--- src/rtl/regfile_wb_arbiter.sv ---
// Writeback arbiter for the single register-file write port: merges pipeline results with
// buffered long-latency results and tracks pending long-latency writes per register.
`ifndef DATA_WIDTH
`define DATA_WIDTH 32
`endif

module regfile_wb_arbiter #(
  parameter int unsigned DATA_WIDTH = `DATA_WIDTH,
  parameter int unsigned LAT_DEPTH  = 2
) (
  input  logic                  CLK,
  input  logic                  RST,
  input  logic                  iss_valid,
  input  logic [4:0]            iss_dest,
  output logic                  iss_block,
  input  logic                  pipe_wen,
  input  logic [4:0]            pipe_waddr,
  input  logic [DATA_WIDTH-1:0] pipe_wdata,
  input  logic                  lat_valid,
  input  logic [4:0]            lat_waddr,
  input  logic [DATA_WIDTH-1:0] lat_wdata,
  output logic                  lat_ready,
  input  logic [4:0]            raddr1,
  input  logic [4:0]            raddr2,
  output logic                  hazard1,
  output logic                  hazard2,
  output logic [4:0]            waddr,
  output logic [DATA_WIDTH-1:0] wdata,
  output logic                  WEN,
  output logic                  err
);

  localparam int unsigned PW = (LAT_DEPTH > 1) ? $clog2(LAT_DEPTH) : 1;
  localparam int unsigned CW = $clog2(LAT_DEPTH + 1);

  logic [31:0]           busy_q, busy_d;
  logic [4:0]            fifo_addr_q [LAT_DEPTH];
  logic [DATA_WIDTH-1:0] fifo_data_q [LAT_DEPTH];
  logic [PW-1:0]         rd_ptr_q, wr_ptr_q;
  logic [CW-1:0]         count_q;
  logic                  err_q;

  logic                  fifo_empty, fifo_full;
  logic                  lat_accept, lat_live;
  logic                  sel_pipe, sel_pop, sel_byp, push;
  logic                  lat_wr;
  logic [4:0]            lat_wr_addr;
  logic [DATA_WIDTH-1:0] lat_wr_data;
  logic                  iss_set, err_set;

  function automatic logic [PW-1:0] ptr_inc(input logic [PW-1:0] p);
    return (p == PW'(LAT_DEPTH - 1)) ? '0 : p + 1'b1;
  endfunction

  assign fifo_empty = (count_q == '0);
  assign fifo_full  = (count_q == CW'(LAT_DEPTH));

  // Ready is judged on the pre-pop occupancy, so a full FIFO refuses even when it pops.
  assign lat_ready  = !RST && !fifo_full;
  assign lat_accept = lat_valid && lat_ready;
  assign lat_live   = lat_accept && (lat_waddr != 5'd0);

  assign sel_pipe = !RST && pipe_wen;
  assign sel_pop  = !RST && !pipe_wen && !fifo_empty;
  assign sel_byp  = !RST && !pipe_wen && fifo_empty && lat_live;
  assign push     = lat_live && !sel_byp;

  assign lat_wr      = sel_pop || sel_byp;
  assign lat_wr_addr = sel_pop ? fifo_addr_q[rd_ptr_q] : lat_waddr;
  assign lat_wr_data = sel_pop ? fifo_data_q[rd_ptr_q] : lat_wdata;

  assign WEN   = sel_pipe || lat_wr;
  assign waddr = sel_pipe ? pipe_waddr : lat_wr_addr;
  assign wdata = sel_pipe ? pipe_wdata : lat_wr_data;

  assign iss_block = (iss_dest != 5'd0) && busy_q[iss_dest];
  assign iss_set   = iss_valid && (iss_dest != 5'd0) && !busy_q[iss_dest];
  assign err_set   = (iss_valid && iss_block) || (lat_live && !busy_q[lat_waddr]);

  // The register file forwards the port write, so a retiring register no longer stalls.
  assign hazard1 = (raddr1 != 5'd0) && busy_q[raddr1] && !(lat_wr && lat_wr_addr == raddr1);
  assign hazard2 = (raddr2 != 5'd0) && busy_q[raddr2] && !(lat_wr && lat_wr_addr == raddr2);

  assign err = err_q;

  always_comb begin
    busy_d = busy_q;
    if (lat_wr) busy_d[lat_wr_addr] = 1'b0;
    if (iss_set) busy_d[iss_dest] = 1'b1;
    busy_d[0] = 1'b0;
  end

  always_ff @(posedge CLK) begin
    if (RST) begin
      busy_q   <= '0;
      rd_ptr_q <= '0;
      wr_ptr_q <= '0;
      count_q  <= '0;
      err_q    <= 1'b0;
    end else begin
      busy_q <= busy_d;
      if (err_set) err_q <= 1'b1;
      if (sel_pop) rd_ptr_q <= ptr_inc(rd_ptr_q);
      if (push) wr_ptr_q <= ptr_inc(wr_ptr_q);
      unique case ({push, sel_pop})
        2'b10:   count_q <= count_q + 1'b1;
        2'b01:   count_q <= count_q - 1'b1;
        default: count_q <= count_q;
      endcase
    end
  end

  always_ff @(posedge CLK) begin
    if (push) begin
      fifo_addr_q[wr_ptr_q] <= lat_waddr;
      fifo_data_q[wr_ptr_q] <= lat_wdata;
    end
  end

endmodule

--- config.mk ---
export PLATFORM = sky130hd
export DESIGN_NAME = regfile_wb_arbiter
export DESIGN_NICKNAME = d
export VERILOG_FILES = /design/src/rtl/regfile_wb_arbiter.sv
export SDC_FILE = /design/constraint.sdc
export NUM_CORES = 1
export LEC_CHECK = 0
export CAP_MARGIN = 10
export CELL_PAD_IN_SITES_DETAIL_PLACEMENT = 1
export CELL_PAD_IN_SITES_GLOBAL_PLACEMENT = 2
export CORE_ASPECT_RATIO = 1.25
export CORE_MARGIN = 4
export CORE_UTILIZATION = 35
export DETAILED_ROUTE_END_ITERATION = 8
export GPL_TIMING_DRIVEN = 0
export PLACE_DENSITY = 0.83
export SLEW_MARGIN = 20
export SYNTH_ARGS = -nofsm -noshare
export SYNTH_HDL_FRONTEND = slang
export SYNTH_SLANG_ARGS = --single-unit
--- constraint.sdc ---
create_clock -name CLK -period 7.39 [get_ports CLK]
set_clock_uncertainty 0.1 [all_clocks]
set_input_delay 1.478 -clock CLK [delete_from_list [all_inputs] [get_ports CLK]]
set_output_delay 1.478 -clock CLK [all_outputs]
set_load 0.1 [all_outputs]
# Word-level counts from Yosys, hierarchy flattened
# Memory sizes are Yosys's and may differ from the RTL's. A register that Yosys moved wholly into a read port is not among the register bits.
# Cells that the tools add are included.
dict set report totals {
  regBits 37
  ramBits 74
  inputBits 94
  out_inout_bits 43
  word_cells 94
  n_memories 2
}
# memory depth width read_ports rd_clocked_by_memory_dff write_ports line
set memory_table {}
lappend memory_table {fifo_data_q 2 32 1 1 1 38} ;# logic [DATA_WIDTH-1:0] fifo_data_q [LAT_DEPTH];
lappend memory_table {fifo_addr_q 2 5 1 1 1 37} ;# logic [4:0] fifo_addr_q [LAT_DEPTH];
dict set report classes {
  n_addsub 4
  magnitude_cmp 7
  n_eq_ne 5
  muxes 27
  n_bitwise 3
  reduce_logical 40
}
# op n
set op_table {}
lappend op_table {{32-bit 2-to-1 mux} 4}
lappend op_table {{32-bit bitwise AND} 1}
lappend op_table {{32-bit NOT} 1}
lappend op_table {{32-bit bitwise OR} 1}
lappend op_table {{5-bit by 6-bit less-than comparator with 1-bit output, second input constant} 5}
lappend op_table {{1-bit logical AND} 22}
lappend op_table {{1-bit binary-select mux with 5-bit select} 4}
lappend op_table {{5-bit nonzero test} 4}
lappend op_table {{1-bit 2-to-1 mux} 14}
lappend op_table {{1-bit demux with 5-bit select} 2}
lappend op_table {{5-bit == test} 2}
lappend op_table {{5-bit by 1-bit >= comparator with 1-bit output, second input constant} 2}
lappend op_table {{5-bit 2-to-1 mux} 2}
lappend op_table {{1-bit zero test} 9}
lappend op_table {{2-bit == test, second input constant} 2}
lappend op_table {{2-bit one-hot mux with 2 select lines} 1}
lappend op_table {{1-bit logical OR} 3}
lappend op_table {{1-bit adder, second input constant} 2}
lappend op_table {{2-bit by 1-bit adder with 2-bit output, second input constant} 1}
lappend op_table {{2-bit by 1-bit == test with 1-bit output, second input constant} 1}
lappend op_table {{2-bit zero test} 1}
lappend op_table {{2-bit nonzero test} 1}
lappend op_table {{2-bit by 1-bit subtractor with 2-bit output, second input constant} 1}

# Depth between registers and ports, before layout
# Gate-level depths: netlist of run 1.
dict set report logic_depth {
  word_depth 13
  mapped_depth 9
  ltp_nobuf 8
}

# Worst setup path before layout of run 1
# Ideal clock, no wire load.
dict set report synth_timing {
  kind {in2out}
  from {input port RST}
  to {output port wdata[0]}
  arrival_time_ns 4.653
  t_required_ns 5.812
  slack_ns 1.159
  path_stages 7
  n_path_buf 3
  path_cell_list {clkbuf_1 > nor2_1 > nand2_1 > clkbuf_1 > clkbuf_1 > a21oi_1 > o21ai_0}
}
dict set report synth_via {
  elab_chain_len 5
  word_cells_on_any_way 6
  cone_classes {mux (2); reduce/logical (4)}
}
# element line
set synth_lines {}
lappend synth_lines {{start, declared} 12} ;# input logic RST,
lappend synth_lines {{1-bit zero test (*)} {63, 64}}
lappend synth_lines {{1-bit logical AND (2 in a row)} 64} ;# assign sel_pop = !RST && !pipe_wen && !fifo_empty;
lappend synth_lines {{32-bit 2-to-1 mux} 70} ;# assign lat_wr_data = sel_pop ? fifo_data_q[rd_ptr_q] : lat_wdata;
lappend synth_lines {{32-bit 2-to-1 mux (*)} 74} ;# assign wdata = sel_pipe ? pipe_wdata : lat_wr_data;
lappend synth_lines {{end, declared} 28} ;# output logic [DATA_WIDTH-1:0] wdata,
# Mark *: on every way between the ends. The rest lies on a longest branch, timed or not.

# Worst setup path in the final report of run 1
dict set report layout_timing {
  from {input port lat_waddr[0]}
  to {output port hazard2}
}
dict set report layout_via {
  elab_chain_len 7
  word_cells_on_any_way 9
  cone_classes {eq/ne (1); mux (1); reduce/logical (7)}
}
# element line
set layout_lines {}
lappend layout_lines {{start, declared} 20} ;# input logic [4:0] lat_waddr,
lappend layout_lines {{5-bit nonzero test} 61} ;# assign lat_live = lat_accept && (lat_waddr != 5'd0);
lappend layout_lines {{1-bit logical AND} 61}
lappend layout_lines {{1-bit logical AND} 65} ;# assign sel_byp = !RST && !pipe_wen && fifo_empty && lat_live;
lappend layout_lines {{1-bit logical OR} 68} ;# assign lat_wr = sel_pop || sel_byp;
lappend layout_lines {{1-bit logical AND (*)} 82} ;# assign hazard2 = (raddr2 != 5'd0) && busy_q[raddr2] && !(lat_wr && lat_wr_addr == raddr2);
lappend layout_lines {{1-bit zero test (*)} 82}
lappend layout_lines {{1-bit logical AND (*)} 82}
lappend layout_lines {{end, declared} 26} ;# output logic hazard2,
# Marks and branches as above.

==> results_dict.tcl, run 1 <==
set metrics [dict create \
    wire_per_inst_um 22.5 \
    drtAntennaViolNets 0 \
    yosys.area.top_type_share_pct 35.1 \
    clkLatencyLatePin_ns 0.36 \
    r2r_slack_ns 4.60 \
    rsz0062_at_grt "false" \
    cts_setup_buffers 0 \
    ioPinCount 137 \
    final_cells 973 \
    synth-edff-count 74 \
    nNetsFinal 839 \
    numPlacedInstances 957 \
    grt_pass1_vias 5857 \
    reg2reg_depth 7 \
    cp_slowest_cell "clkdlybuf4s50_1" \
    h-tree-depth 3 \
    worstHoldPathCells 2 \
    setup_viol 0 \
    synth.area.top_cells "edfxtp_1 35%, dfxtp_1 12%, mux4_2 9.2%" \
    cts_buffer_depth 2 \
    crit_type "input port to output port" \
    antenna_cells 0 \
    overflow 0 \
    start_util_pct 35.9 \
    finalWeightedCongestion 0.867 \
    grt.total_usage_pct 21.6 \
    fmax_mhz 149 \
    drt-initial-drc-count 287 \
    dp_slack_ns 0.703 \
    hp-class "flip-flop to flip-flop" \
    slowest_delay_ns 1.20 \
    layout_setup_ws_ns 0.697 \
    drive_gt1_share_pct 9.48 \
    worstReg2RegStart "count_q[0]" \
    cts_buffers 9 \
    coreArea_um2 17600 \
    power_density_nw_per_um2 200 \
    dp_hpwl_um 17100 \
    p_leak_nw 2.68 \
    area_growth_syn_to_layout_pct 30.2 \
    fp.dieW_um 128 \
    clkTransAtPathRegs_ns 0.08 \
    post-synth-top-area-cell "edfxtp_1" \
    vias 5574 \
    status "complete, no violations" \
    synth.avg_cell_area_um2 10.5 \
    vias_per_cell 5.73 \
    fin_crit_ns 6.69 \
    die_area_um2 20300 \
    nFillCells 1954 \
    postSynthCellCount 604 \
    ys_warn_count 0 \
    worstPathArrival_ns 5.11 \
    drc 0 \
    finalPower_mw 1.65 \
    required_ns 5.81 \
    drtPass1Iterations 4 \
    synth_nets 699 \
    grt_pass1_wl_um 33700 \
    worst_r2r_endpoint "busy_q[3]" \
    syn_area_um2 6330 \
    clock_sinks 111 \
    worstHoldStart "rd_ptr_q" \
    cap_violations 0 \
    cp_max_fo 10 \
    worst_path_most_repeated_cell "clkdlybuf4s50_1" \
    hold_viol_final 0 \
    ctsResizeCount 0 \
    grt_max_degree 30 \
    io_buffers 127 \
    maxSlewViolCount 0 \
    crit_path_start_kind "input port" \
    wl_um 21900 \
    ys_seq_elements 111 \
    fp.dieH_um 158 \
    peakVddDrop_mv 0.121 \
    seq_area_frac_synth_pct 46.8 \
    critPathCaptureType "output port" \
    worst_slew_pin_slew_ns 1.13 \
    post-route-period-util_pct 90.6 \
    fin_area_um2 8240 \
    postCtsHoldBufs 0 \
    cp_cell_sequence "clkdlybuf4s50_1, buf_6, or2_2, o2111ai_1, nor2_1, a22oi_1, o21ai_0, a21oi_1, clkdlybuf4s50_1" \
    dpl_cell_area_um2 7930 \
    setup_tns_ns 0 \
    synth_cell_types 51 \
    antenna_found_initial 0 \
    cts_tree "done" \
    cts-root-buf "clkbuf_16" \
    rows 54 \
    synth_ff_type "edfxtp_1" \
    ys_async_sr_fraction_pct 0 \
    maxSlewHeadroom_pct 24.4 \
]
-- cell families (layout without fill, tap and decap cells) --
logic type                 Yosys count  after routing  synth area share (%)
xor gates and xnor gates            12             12                  1.66
AOI/OAI and AO/OA                  177            177                  16.8
and+or+nand+nor                    165            165                  11.8
adders and majority gates            1              1                 0.198
muxes                               85             85                  19.2
buffers and inverters               53            198                  3.50
DFF                                111            111                  46.8
-- report_power, final --
part	switching, mW	total (mW)	internal (mW)	leakage, nW
logic	0.309	0.447	0.138	1.55
registers	0.00941	0.689	0.679	0.972
clock network	0.236	0.513	0.277	0.150
total	0.554	1.65	1.09	2.68
-- sequential cells by signal, indices dropped and copies added, names as in the netlist, named ones only --
name	cells
wr_ptr_q	1
err	1
fifo_addr_q	10
fifo_data_q	64
busy_q	31
rd_ptr_q	1
count_q	2
-- synth_stat cells (all sizes together) (2+ instances only) --
cell type / n
nor2: 56
mux2i: 51
nor4: 2
or3: 3
nand3: 11
clkbuf: 29
nand2b: 6
a21oi: 47
and2: 3
nor3: 7
and3: 3
a32o: 2
mux4: 28
mux2: 6
dfxtp: 37
buf: 14
or2: 4
a22oi: 7
a32oi: 3
inv: 10
o32ai: 3
o21ai: 75
nand4b: 2
nand2: 55
a31oi: 2
xnor2: 11
o211ai: 27
a211oi: 2
nor2b: 7
edfxtp: 74
a311oi: 2
o2111ai: 2
nand4: 3
-- cells in the final DEF, fill, tap and decap left out, types with 6 or more instances in the layout --
cell type        instances
nor3_1                   7
nand2b_1                 6
clkbuf_1                29
clkbuf_16                9
a22oi_1                  6
buf_2                    9
mux2_2                   6
o21ai_0                 73
nor2_1                  55
inv_1                   10
xnor2_1                 11
mux2i_1                 51
a21oi_1                 47
nand2_1                 55
nand3_1                 11
nor2b_1                  7
edfxtp_1                74
dfxtp_1                 37
o211ai_1                27
mux4_2                  26
clkdlybuf4s50_1        127
-- metrics by stage --
step	hold WS [ns]	util, %
6_report	0.441	46.7
3_5_place_dp	0.414	45.0
4_1_cts	0.431	46.7
5_1_grt	0.466	46.7
2_1_floorplan	0.380	-
3_3_place_gp	0.401	44.7
-- how the worst max path moves through the flow --
| stage | endpoint | start | slack (ns) | cells past startpoint |
|---|---|---|---|---|
| floorplan | wdata[0] | RST | 1.16 | 7 |
| global placement | hazard2 | lat_waddr[0] | 0.73 | 9 |
| detailed placement | hazard1 | lat_waddr[0] | 0.70 | 9 |
| CTS | hazard1 | lat_waddr[0] | 0.68 | 9 |
| global route | hazard1 | lat_waddr[0] | 0.57 | 9 |
| finish | hazard2 | lat_waddr[0] | 0.70 | 9 |
-- layer usage --
metal | wire (um) | track usage (%) | vias up
li1 | - | - | 2572
met2 | 11600 | 39.2 | 163
met1 | 8530 | 25.3 | 2809
met5 | 0 | 0 | -
met3 | 1200 | 3.22 | 30
met4 | 612 | 8.90 | 0
-- critical path, delay by kind of cell --
family,cells,cell delay (ns)
AOI/OAI and AO/OA,4,1.06
and+or+nand+nor,2,0.52
buffers and inverters,3,2.06
-- final cells by class --
| class | instances | area [um2] | area share, % |
|---|---|---|---|
| multi-input combinational | 440 | 3160 | 38.3 |
| sequential | 111 | 2960 | 35.9 |
| timing repair buffer | 129 | 1310 | 15.9 |
| tap | 224 | 280 | 3.40 |
| clock buffer | 10 | 239 | 2.90 |
| buffer | 43 | 184 | 2.23 |
| clock inverter | 6 | 72.6 | 0.880 |
| inverter | 10 | 37.5 | 0.455 |
Note: power is estimated with default switching activity, not from simulation.
==> run 2, diff against run 1 <==
--- a/config.mk
+++ b/config.mk
@@ -10,10 +10,11 @@
 export CELL_PAD_IN_SITES_GLOBAL_PLACEMENT = 2
 export CORE_ASPECT_RATIO = 1.25
 export CORE_MARGIN = 4
-export CORE_UTILIZATION = 35
+export CORE_UTILIZATION = 36
+export CTS_BUF_LIST = sky130_fd_sc_hd__clkbuf_8
 export DETAILED_ROUTE_END_ITERATION = 8
 export GPL_TIMING_DRIVEN = 0
-export PLACE_DENSITY = 0.83
+export PLACE_DENSITY = 0.85
 export SLEW_MARGIN = 20
 export SYNTH_ARGS = -nofsm -noshare
 export SYNTH_HDL_FRONTEND = slang
==> run 2 against run 1 <==
Sequential share of layout area increased by 0.62 points. Maximum frequency grew 1.7%. Final area is 1.7% lower. Cell count down 0.41%. Utilization rose by 0.81 points. Flip-flop and latch count stayed put. Die area down 2.6%. First-iteration DRC count down 2.1%. Combinational power about the same. Critical path type unchanged. Largest cell class unchanged.
==> results_dict.tcl, run 2 (synthesis results as in run 1) <==
set metrics [dict create \
    holdWs_ns 0.441 \
    grt_pass1_wl_um 33500 \
    status "complete, no violations" \
    cap_violations 0 \
    vias_per_cell 5.73 \
    combPwrFrac_pct 29.8 \
    post-route-util_pct 47.6 \
    maxSlewHeadroom_pct 28.1 \
    clock_power_share_pct 24.0 \
    netSwitchingPower_uw 550 \
    p_int_uw 944 \
    ctsResizeCount 0 \
    dp_hpwl_um 17300 \
    grt.total_usage_pct 21.9 \
    drive_gt1_share_pct 9.35 \
    most-common-layout-cells "127 x clkdlybuf4s50_1, 74 x edfxtp_1, 73 x o21ai_0" \
    cp_max_fo 10 \
    cts_tree "done" \
    mostFrequentLayoutCell "clkdlybuf4s50_1" \
    seqPwrFrac_pct 46.1 \
    hold_viol_final 0 \
    clock_sinks 111 \
    cts_buffers 9 \
    fin_crit_ns 6.58 \
    clkTransAtPathRegs_ns 0.12 \
    wl_um 22100 \
    numPlacedInstances 953 \
    nNetsFinal 839 \
    start_util_pct 37.1 \
    rows 53 \
    reg.largest.list "fifo_data_q: 64 flops, busy_q: 31 flops, fifo_addr_q: 10 flops" \
    drtPass1Iterations 4 \
    fmax_mhz 152 \
    hp-class "flip-flop to flip-flop" \
    regMostFlops "fifo_data_q" \
    h-tree-depth 3 \
    finalWeightedCongestion 0.958 \
    die_area_um2 19800 \
    antenna_found_initial 0 \
    setup_viol 0 \
    cts-root-buf "clkbuf_8" \
    layout_setup_ws_ns 0.810 \
    drt-initial-drc-count 281 \
    dp_slack_ns 0.800 \
    crit_type "input port to output port" \
    postCtsHoldBufs 0 \
    cts_setup_buffers 0 \
    cts_buffer_depth 2 \
    worstPathArrival_ns 5.00 \
    worst_slew_pin_slew_ns 1.07 \
    overflow 0 \
    coreArea_um2 17000 \
    grt_pass1_vias 5960 \
    drtAntennaViolNets 0 \
    fp.dieH_um 156 \
    crit_path_start_kind "input port" \
    area_growth_syn_to_layout_pct 28.0 \
    wire_per_inst_um 22.8 \
    antenna_cells 0 \
    multi_input_area_um2 3160 \
    vias 5557 \
    p_leak_nw 2.62 \
    clkLatencyLatePin_ns 0.39 \
    grt_max_degree 31 \
    final_cells 969 \
    drc 0 \
    rsz0062_at_grt "false" \
    power_density_nw_per_um2 184 \
    critPathCaptureType "output port" \
    maxSlewViolCount 0 \
    io_buffers 127 \
    fp.dieW_um 127 \
    largest_register_ffs 64 \
    seqCellArea_um2 2960 \
    ioPinCount 137 \
    nFillCells 1915 \
    post-route-period-util_pct 89.0 \
    setup_tns_ns 0 \
    peakVddDrop_mv 0.0834 \
    required_ns 5.81 \
    switching_share_pct 36.8 \
]
-- run 2: cell types whose count changed in the layout (fill, tap and decap cells not counted), sizes merged --
cell,change
bufinv,-1
clkbuf,-1
inv,+2
-- run 2: per-layer routing --
| metal | routed length, um | GRT usage, % | share of wire [%] | vias to the layer above |
|---|---|---|---|---|
| met5 | 0 | 0 | 0 | - |
| met3 | 1080 | 2.97 | 4.9 | 49 |
| met2 | 11600 | 39.9 | 52 | 193 |
| met4 | 898 | 10.3 | 4.1 | 0 |
| met1 | 8560 | 25.3 | 39 | 2746 |
| li1 | - | - | - | 2569 |
-- run 2: metrics by stage --
stage,power [mW],instance area (um2)
final,1.49,8100
after global placement,1.14,7880
after detailed placement,1.15,7930
after floorplan,1.00,6330
after CTS,1.50,8100
after global routing,1.55,8100
-- run 2: cell type report --
type | count | share of cell area [%]
multi-input combinational | 440 | 38.9
tap | 220 | 3.40
clock buffer | 9 | 1.53
inverter | 10 | 0.463
timing repair buffer | 129 | 16.2
clock inverter | 7 | 0.664
sequential | 111 | 36.6
buffer | 43 | 2.27
-- run 2: worst paths after layout --
kind / from / endpoint / slack, ns / cells past startpoint
worst max register to register: count_q[0] / busy_q[3] / 4.63 / 7
worst min-delay path: rd_ptr_q / flip-flop / 0.44 / 2
worst max-delay path: lat_waddr[0] / hazard1 / 0.81 / 9
worst min register to register: rd_ptr_q / flip-flop / 0.44 / 2
-- run 2: worst max-delay path, stage by stage --
cell             delay, ns
clkdlybuf4s50_1       0.57
buf_6                 0.24
or2_2                 0.33
o2111ai_1             0.35
nor2_1                0.19
a22oi_1               0.35
o21ai_0               0.12
a21oi_1               0.20
clkdlybuf4s50_1       1.16
-- run 2: power groups by stage --
stage | sequential (mW) | clock (mW) | combinational (mW)
finish | 0.689 | 0.359 | 0.446
global route | 0.691 | 0.389 | 0.468
CTS | 0.689 | 0.363 | 0.448
detailed placement | 0.703 | 0 | 0.447
global placement | 0.703 | 0 | 0.437
floorplan | 0.706 | 0 | 0.295
==> run 3, diff against run 2 <==
--- a/config.mk
+++ b/config.mk
@@ -19,3 +19,4 @@
 export SYNTH_ARGS = -nofsm -noshare
 export SYNTH_HDL_FRONTEND = slang
 export SYNTH_SLANG_ARGS = --single-unit
+export TNS_END_PERCENT = 30
==> constraint.sdc (replaced) <==
create_clock -name CLK -period 8.3 [get_ports CLK]
set_clock_uncertainty 0.1 [all_clocks]
set_input_delay 1.66 -clock CLK [delete_from_list [all_inputs] [get_ports CLK]]
set_output_delay 1.66 -clock CLK [all_outputs]
set_load 0.1 [all_outputs]
==> results of run 3 <==
The final DEF is identical to that of run 2. Status: complete, no violations.
Among the figures that moved: setup slack after placement 0.800 ns -> 1.35 ns; setup slack after layout 0.810 ns -> 1.36 ns; register-to-register setup slack 4.63 ns -> 5.54 ns; total power 1.49 mW -> 1.33 mW; worst IR drop on VDD 0.0834 mV -> 0.0743 mV
